===== src/rtl/fp_misc_pkg.sv =====
// Shared types and constants for the FP misc issue controller.
// Optional build macro used by the top: FP_MISC_PERF_EN (perf counters).
package fp_misc_pkg;

  localparam int FP_MISC_TAG_W = 5;

  // Packed op width as a function of the tag width
  function automatic int fp_misc_op_w(input int tag_w);
    return 141 + tag_w;
  endfunction

  // Packed op layout as carried by the issue slots
  typedef struct packed {
    logic [64:0]              rs1;
    logic [64:0]              rs2;
    logic [2:0]               rm;
    logic                     fp64;
    logic [5:0]               ctrl;
    logic                     lt;
    logic [FP_MISC_TAG_W-1:0] tag;
  } fp_misc_op_t;

  // One-hot ctrl bit positions
  localparam int FMIN_BIT   = 5;
  localparam int FMAX_BIT   = 4;
  localparam int FSGNJ_BIT  = 3;
  localparam int FSGNJN_BIT = 2;
  localparam int FSGNJX_BIT = 1;
  localparam int FCVT_BIT   = 0;

  // Recoded canonical NaNs, produced by the datapath
  localparam logic [32:0] CANON_NAN_S = 33'h0_e040_0000;
  localparam logic [64:0] CANON_NAN_D = 65'h0_e008_0000_0000_0000;

endpackage


===== src/rtl/fp_misc_issue_ctrl_slice.sv =====
// fp_misc_slice: generic valid/ready register slice with flush.
// Accepts whenever empty or the downstream consumer takes the current entry.
module fp_misc_slice #(
  parameter int W = 8
) (
  input  logic         clk,
  input  logic         rst,
  input  logic         flush,
  input  logic         in_valid,
  output logic         in_ready,
  input  logic [W-1:0] in_data,
  output logic         out_valid,
  input  logic         out_ready,
  output logic [W-1:0] out_data
);

  logic         v_q;
  logic         v_d;
  logic [W-1:0] data_q;
  logic [W-1:0] data_d;

  assign in_ready  = !v_q | out_ready;
  assign out_valid = v_q;
  assign out_data  = data_q;

  // Next entry: flush empties the slice, otherwise load when there is room
  always_comb begin
    v_d    = v_q;
    data_d = data_q;
    if (flush) begin
      v_d = 1'b0;
    end else if (in_ready) begin
      v_d = in_valid;
      if (in_valid) begin
        data_d = in_data;
      end else begin
        data_d = data_q;
      end
    end else begin
      v_d = v_q;
    end
  end

  // Slice register
  always_ff @(posedge clk) begin
    if (rst) begin
      v_q    <= 1'b0;
      data_q <= '0;
    end else begin
      v_q    <= v_d;
      data_q <= data_d;
    end
  end

endmodule


===== src/rtl/fp_misc_issue_ctrl.sv =====
// fp_misc_issue_ctrl: sequences the shared FP misc datapath between issue
// slots i0 (older) and i1 (younger). H parks i1 on a dual accept, S1 drives
// the datapath, S2 (fp_misc_slice) holds results for writeback.
// Optional build macro: FP_MISC_PERF_EN adds perf_ops / perf_stall counters.
module fp_misc_issue_ctrl
  import fp_misc_pkg::*;
#(
  parameter int TAG_W = 5,
  parameter int OP_W  = fp_misc_op_w(TAG_W)
) (
  input  logic                  clk,
  input  logic                  rst,
  input  logic                  flush,
  input  logic                  i0_valid,
  output logic                  i0_ready,
  input  logic [OP_W-1:0]       i0_op,
  input  logic                  i1_valid,
  output logic                  i1_ready,
  input  logic [OP_W-1:0]       i1_op,
  output logic [OP_W-TAG_W-1:0] dp_op,
  input  logic [64:0]           dp_data,
  input  logic [4:0]            dp_exc,
  output logic                  out_valid,
  input  logic                  out_ready,
  output logic [64:0]           out_data,
  output logic [4:0]            out_exc,
  output logic [TAG_W-1:0]      out_tag
`ifdef FP_MISC_PERF_EN
  ,
  output logic [31:0]           perf_ops,
  output logic [31:0]           perf_stall
`endif
);

  localparam int S2_W = 65 + 5 + TAG_W;

  logic            h_v_q;
  logic            h_v_d;
  logic [OP_W-1:0] h_op_q;
  logic [OP_W-1:0] h_op_d;
  logic            s1_v_q;
  logic            s1_v_d;
  logic [OP_W-1:0] s1_op_q;
  logic [OP_W-1:0] s1_op_d;

  logic            s2_free;
  logic            s1_en;
  logic            slot_rdy;
  logic            i0_acc;
  logic            i1_acc;
  logic [S2_W-1:0] s2_in;
  logic [S2_W-1:0] s2_out;

  // Both slots share one readiness so i1 can never overtake a stalled i0
  assign s1_en    = !s1_v_q | s2_free;
  assign slot_rdy = s1_en & !h_v_q & !flush & !rst;
  assign i0_ready = slot_rdy;
  assign i1_ready = slot_rdy;
  assign i0_acc   = i0_valid & slot_rdy;
  assign i1_acc   = i1_valid & slot_rdy;

  assign dp_op = s1_op_q[OP_W-1:TAG_W];
  assign s2_in = {dp_data, dp_exc, s1_op_q[TAG_W-1:0]};

  // S1/H next state: flush wins, then H drains first, then i0, then i1
  always_comb begin
    h_v_d   = h_v_q;
    h_op_d  = h_op_q;
    s1_v_d  = s1_v_q;
    s1_op_d = s1_op_q;
    if (flush) begin
      h_v_d  = 1'b0;
      s1_v_d = 1'b0;
    end else if (s1_en) begin
      if (h_v_q) begin
        s1_v_d  = 1'b1;
        s1_op_d = h_op_q;
        h_v_d   = 1'b0;
      end else if (i0_acc) begin
        s1_v_d  = 1'b1;
        s1_op_d = i0_op;
        if (i1_acc) begin
          h_v_d  = 1'b1;
          h_op_d = i1_op;
        end else begin
          h_v_d = 1'b0;
        end
      end else if (i1_acc) begin
        s1_v_d  = 1'b1;
        s1_op_d = i1_op;
      end else begin
        s1_v_d = 1'b0;
      end
    end else begin
      s1_v_d = s1_v_q;
    end
  end

  // Hold and operand registers
  always_ff @(posedge clk) begin
    if (rst) begin
      h_v_q   <= 1'b0;
      h_op_q  <= '0;
      s1_v_q  <= 1'b0;
      s1_op_q <= '0;
    end else begin
      h_v_q   <= h_v_d;
      h_op_q  <= h_op_d;
      s1_v_q  <= s1_v_d;
      s1_op_q <= s1_op_d;
    end
  end

  fp_misc_slice #(.W(S2_W)) u_s2 (
    .clk       (clk),
    .rst       (rst),
    .flush     (flush),
    .in_valid  (s1_v_q),
    .in_ready  (s2_free),
    .in_data   (s2_in),
    .out_valid (out_valid),
    .out_ready (out_ready),
    .out_data  (s2_out)
  );

  assign out_data = s2_out[S2_W-1 -: 65];
  assign out_exc  = s2_out[TAG_W +: 5];
  assign out_tag  = s2_out[TAG_W-1:0];

`ifdef FP_MISC_PERF_EN
  logic [31:0] perf_ops_q;
  logic [31:0] perf_ops_d;
  logic [31:0] perf_stall_q;
  logic [31:0] perf_stall_d;

  assign perf_ops   = perf_ops_q;
  assign perf_stall = perf_stall_q;

  // Saturating completion and blocked-request counters, flush-insensitive
  always_comb begin
    perf_ops_d   = perf_ops_q;
    perf_stall_d = perf_stall_q;
    if (out_valid && out_ready && (perf_ops_q != 32'hFFFF_FFFF)) begin
      perf_ops_d = perf_ops_q + 32'd1;
    end else begin
      perf_ops_d = perf_ops_q;
    end
    if ((i0_valid || i1_valid) && !i0_ready && !flush &&
        (perf_stall_q != 32'hFFFF_FFFF)) begin
      perf_stall_d = perf_stall_q + 32'd1;
    end else begin
      perf_stall_d = perf_stall_q;
    end
  end

  // Perf counter registers
  always_ff @(posedge clk) begin
    if (rst) begin
      perf_ops_q   <= 32'd0;
      perf_stall_q <= 32'd0;
    end else begin
      perf_ops_q   <= perf_ops_d;
      perf_stall_q <= perf_stall_d;
    end
  end
`endif

endmodule


===== config.mk =====
export PLATFORM = sky130hd
export DESIGN_NAME = fp_misc_issue_ctrl
export DESIGN_NICKNAME = d
export VERILOG_FILES = /design/src/rtl/fp_misc_pkg.sv /design/src/rtl/fp_misc_issue_ctrl_slice.sv /design/src/rtl/fp_misc_issue_ctrl.sv
export SDC_FILE = /design/constraint.sdc
export NUM_CORES = 1
export LEC_CHECK = 0
export ABC_AREA = 1
export ABC_CLOCK_PERIOD_IN_PS = 4100
export BUFFER_PORTS_ARGS = -buffer_cell sky130_fd_sc_hd__buf_4
export CELL_PAD_IN_SITES_DETAIL_PLACEMENT = 1
export CELL_PAD_IN_SITES_GLOBAL_PLACEMENT = 2
export CORE_ASPECT_RATIO = 0.7
export CORE_MARGIN = 5
export CORE_UTILIZATION = 27
export DETAILED_ROUTE_END_ITERATION = 12
export PLACE_DENSITY = 0.83
export SLEW_MARGIN = 30
export SYNTH_ARGS = -nofsm -noshare
export SYNTH_HDL_FRONTEND = slang
export SYNTH_HIERARCHICAL = 1
export SYNTH_SLANG_ARGS = --single-unit

===== constraint.sdc =====
create_clock -name clk -period 4.1 [get_ports clk]
set_clock_uncertainty 0.15 [all_clocks]
set_input_delay 1.23 -clock clk [delete_from_list [all_inputs] [get_ports clk]]
set_output_delay 1.23 -clock clk [all_outputs]
set_load 0.03 [all_outputs]

# --- Word-level counts from Yosys, hierarchy flattened ---
# Cells that the tools add are included.
word_totals:
  reg_bits: 370
op_classes:
  n_mux: 8
  bitwise_logic: 9
  n_reduce_logical: 10
op_table:
  columns: ["operator", "n"]
  rows:
  - ["146-bit 2-to-1 mux", 3]
  - ["3-bit AND reduction", 2]
  - ["1-bit bitwise AND", 5]
  - ["1-bit zero test", 5]
  - ["1-bit 2-to-1 mux", 5]
  - ["5-bit AND reduction", 1]
  - ["3-bit nonzero test", 1]
  - ["1-bit inverter", 2]
  - ["1-bit OR", 2]
  - ["2-bit OR reduction", 1]

# --- Longest topological paths before layout ---
logic_depth:
  depth_word: 10
  depth_mapped: 14
  depth_no_buf: 10

# --- Modules after synthesis ---
# Netlist, hierarchy kept.
modules_own_cells:
  columns: ["module", "instances", "cells_per_inst", "area_each_um2", "seq_area_each_um2"]
  rows:
  - ["fp_misc_issue_ctrl", 1, 2856, 17108.9, 5885.6]
  - ["fp_misc_slice", 1, 498, 3344.5, 1521.5]

# --- Worst setup path after synthesis ---
# No wires, ideal clock.
synth_timing:
  path_type: "input to output"
  from: "input port out_ready"
  to: "output port i1_ready"
  t_arrival_ns: 2.674
  t_required_ns: 2.720
  path_slack_ns: 0.046
  stages: 10
  path_buffers: 4
  cell_sequence: "inv_2 nand2_2 buf_4 buf_2 inv_1 a21oi_2 clkbuf_1 nand2_1 inv_1 buf_4"
synth_via:
  elab_chain_cells: 5
synth_rtl:
  columns: ["element", "line", "text"]
  rows:
  - ["from (decl)", "fp_misc_issue_ctrl.sv:24", "input logic out_ready,"]
  - ["1-bit OR", "fp_misc_issue_ctrl_slice.sv:22", "assign in_ready = !v_q | out_ready;"]
  - ["named net s2_free", "fp_misc_issue_ctrl.sv:46", "logic s2_free;"]
  - ["1-bit OR", "fp_misc_issue_ctrl.sv:55", "assign s1_en = !s1_v_q | s2_free;"]
  - ["1-bit bitwise AND (3 in a row)", "fp_misc_issue_ctrl.sv:56", "assign slot_rdy = s1_en & !h_v_q & !flush & !rst;"]
  - ["to (decl)", "fp_misc_issue_ctrl.sv:18", "output logic i1_ready,"]
# The timed path passes the listed nets, and every way through them passes these cells.

# --- Final worst setup path ---
# Ends and elaborated chain as after synthesis.

==> out/qor.txt <==
crit path DAT: 2080 ps
# resized after CTS: 0
CTS Hold Bufs: 0
Main synth FF type: dfxtp_1
Post-CTS Setup Bufs: 0
Yosys reg bits: 370
pwr/cell area: 354 nW/µm²
Total GRT Usage: 18.8%
Max-cap violations: 0
fmax: 0.289 GHz
CP max-delay cell: a21oi_4
Layout Nets: 3,995
die height: 240 µm
synth warn: 6
diodes inserted: 0
routed vias: 21,100
drc violations: 0
async set-reset flop share out of synthesis: 0%
largest net degree at the start of global routing: 155
startpoint types: input pin
hold crit path type: reg2reg
Synth-to-Final Area Change: 26.2%
clock group share of total power: 41.8%
endpoints failing hold: 0
layout cells sized above 1: 18.9%
outcome: finished clean
first-pass GRT wire length: 123,000 µm
CTS sink cnt: 370
Final Slew Violations: 0
gp weighted congestion: 0.789
Initial Utilization: 27.2%
GR Overflow Total: 0
area leader, netlist: dfxtp_1
setup violators final: 0
Cell Area, Synth: 20,500 µm²
WS Path Type: in2out
worst-path fanout max: 3
Critical Path, Cell by Cell: buf_4, inv_2, nand2_4, inv_1, a21oi_4, nand2_1, inv_1, buf_4
Reg clk slew, reported paths: 60 ps
combinational share of power: 16.5%
min cycle time layout: 3460 ps
Crit path buffers/inverters: 5
area share of the largest cell type after synthesis: 36.2%
die area: 81,400 µm²
worst relative slew slack: 32.5%
period utilization: 84.3%
initial antenna violation count: 4
vias in the first global route: 20,500
Max VDD drop: 0.222 mV
unrepaired setup endpoints after global routing: no
Area after DPL: 24,500 µm²
switching pwr: 2.62 mW
final setup TNS: 0 ps
Distinct cells, synth: 19
synthesized area per cell: 6.10 µm²
Core Area: 75,100 µm²
DRT Wirelength: 80,400 µm
FILL cells: 9,792
Data required, critical path: 2720 ps
DRT iter0 DRCs: 1,028
H-tree depth: 2
CTS tree: done
internal power: 6.52 mW
Worst-Skew Late Latency: 580 ps
Die W: 339 µm
sequential power share: 41.8%
critical path's largest stage delay: 200 ps
WL/cell: 17.3 µm
clock root buffer: clkbuf_16
CTS Buffer Depth: 3
Final Cell Area: 25,800 µm²
EDFF count, synth: 0
synth top area cells: dfxtp_1 36%, nand2_1 15%, inv_1 9.5%
cell family with most CP delay: buffers and inverters
antenna viol nets, final: 0
Switching Share: 28.7%
worst slew pin tran: 1010 ps
Post-Syn Nets: 3,722
I/O pins: 587
leakage power: 13.4 nW
sequential fraction of the synthesis area: 36.2%
Worst setup EP type: output pin
Mapped Cells: 3,354
Vias/cell: 4.54
row cnt: 84
number of buffers created by CTS: 44
hpwl dp: 52,600 µm
Initial DRT Pass Iterations: 5
IO buf count: 586
synthesized netlist by cell type (3+ instances only):
cell type  instances
nand2_1          809
inv_1            520
nor2_1           514
dfxtp_1          370
a21oi_1          223
nand3_1          222
nand4_1          147
o21ai_0          147
buf_4            146
buf_2            127
clkbuf_1         102
buf_1             16
inv_2              3
placed cells by master, fill, tap and decap left out, types with 2 or more instances in the layout:
master,netlist,routed
a21oi_1,223,223
buf_12,0,21
buf_4,146,596
clkbuf_1,102,15
clkbuf_16,0,45
clkbuf_8,0,6
clkinv_2,0,4
dfxtp_1,370,369
inv_1,520,519
inv_2,3,3
inv_6,0,2
nand2_1,809,807
nand2_4,0,3
nand3_1,222,222
nand4_1,147,147
nor2_1,514,513
nor2_4,2,4
nor3_1,2,2
o21ai_0,147,147
path summary, 6_finish.rpt:
check / slack [ps] / cells after the start / endpoint / start
setup / recovery: 640 / 8 / i1_ready / out_ready
hold / removal: 330 / 2 / u_s2/out_data[16] / u_s2/out_data[16]
setup reg to reg: 1560 / 5 / s1_op_q[42] / h_v_q
hold reg to reg: 330 / 2 / u_s2/out_data[16] / u_s2/out_data[16]
cells by family (layout without fill, tap and decap cells):
group / after synthesis / count (layout) / synth area share, %
and+or+nand+nor: 1699 / 1699 / 34.5
AOI/OAI and AO/OA: 371 / 371 / 9.10
buffers and inverters: 914 / 1215 / 20.2
DFF: 370 / 370 / 36.2
worst register-to-register path: stages, from the launching register on:
cell	delay, ps
dfxtp_4	580
buf_4	550
buf_4	730
nor2_1	120
nor2_1	210
nor2_1	70
area by class of cell:
cell class	count	area [µm²]	area share, %
clock buffer	66	1260	4.90
clock inverter	8	76.3	0.296
inverter	523	1970	7.63
multi-input combinational	2070	8950	34.7
sequential	370	7410	28.7
tap	989	1240	4.79
timing repair buffer	618	4910	19.0
metal layers:
layer  GRT usage (%)  part of all wire (%)  routed length (µm)
met3            4.42                   6.4                5160
met1            25.5                    47               37400
met5               0                 0.057                  46
met4            3.23                   1.2                 964
met2            31.1                    46               36800
sequential cells by signal, summed over array words and instances, names as in the netlist:
name	count
h_op_q	146
h_v_q	1
s1_op_q	146
s1_v_q	1
u_s2/out_data	75
u_s2/out_valid	1
per-stage QoR:
| step | setup slack, ps | utilization (%) | hold slack [ps] | total power [mW] | std cells |
|---|---|---|---|---|---|
| final | 643 | 34.4 | 332 | 9.15 | 4644 |
| after global routing | 577 | 34.4 | 361 | 9.61 | 4644 |
| after global placement | 640 | 32.6 | 314 | 5.40 | 4570 |
| after CTS | 629 | 34.3 | 337 | 9.32 | 4644 |
| after detailed placement | 631 | 32.6 | 322 | 5.42 | 4570 |
| after floorplan | 45.6 | - | 344 | 4.82 | 3354 |
power by group through the flow:
stage                     Sequential [mW]  Combinational, mW  Clock, mW
after floorplan                      3.90              0.918          0
final                                3.82               1.51       3.82
after detailed placement             3.90               1.52          0
after global routing                 3.83               1.67       4.11
after global placement               3.89               1.51          0
after CTS                            3.82               1.53       3.97
Note: power is estimated with default switching activity, not from simulation.
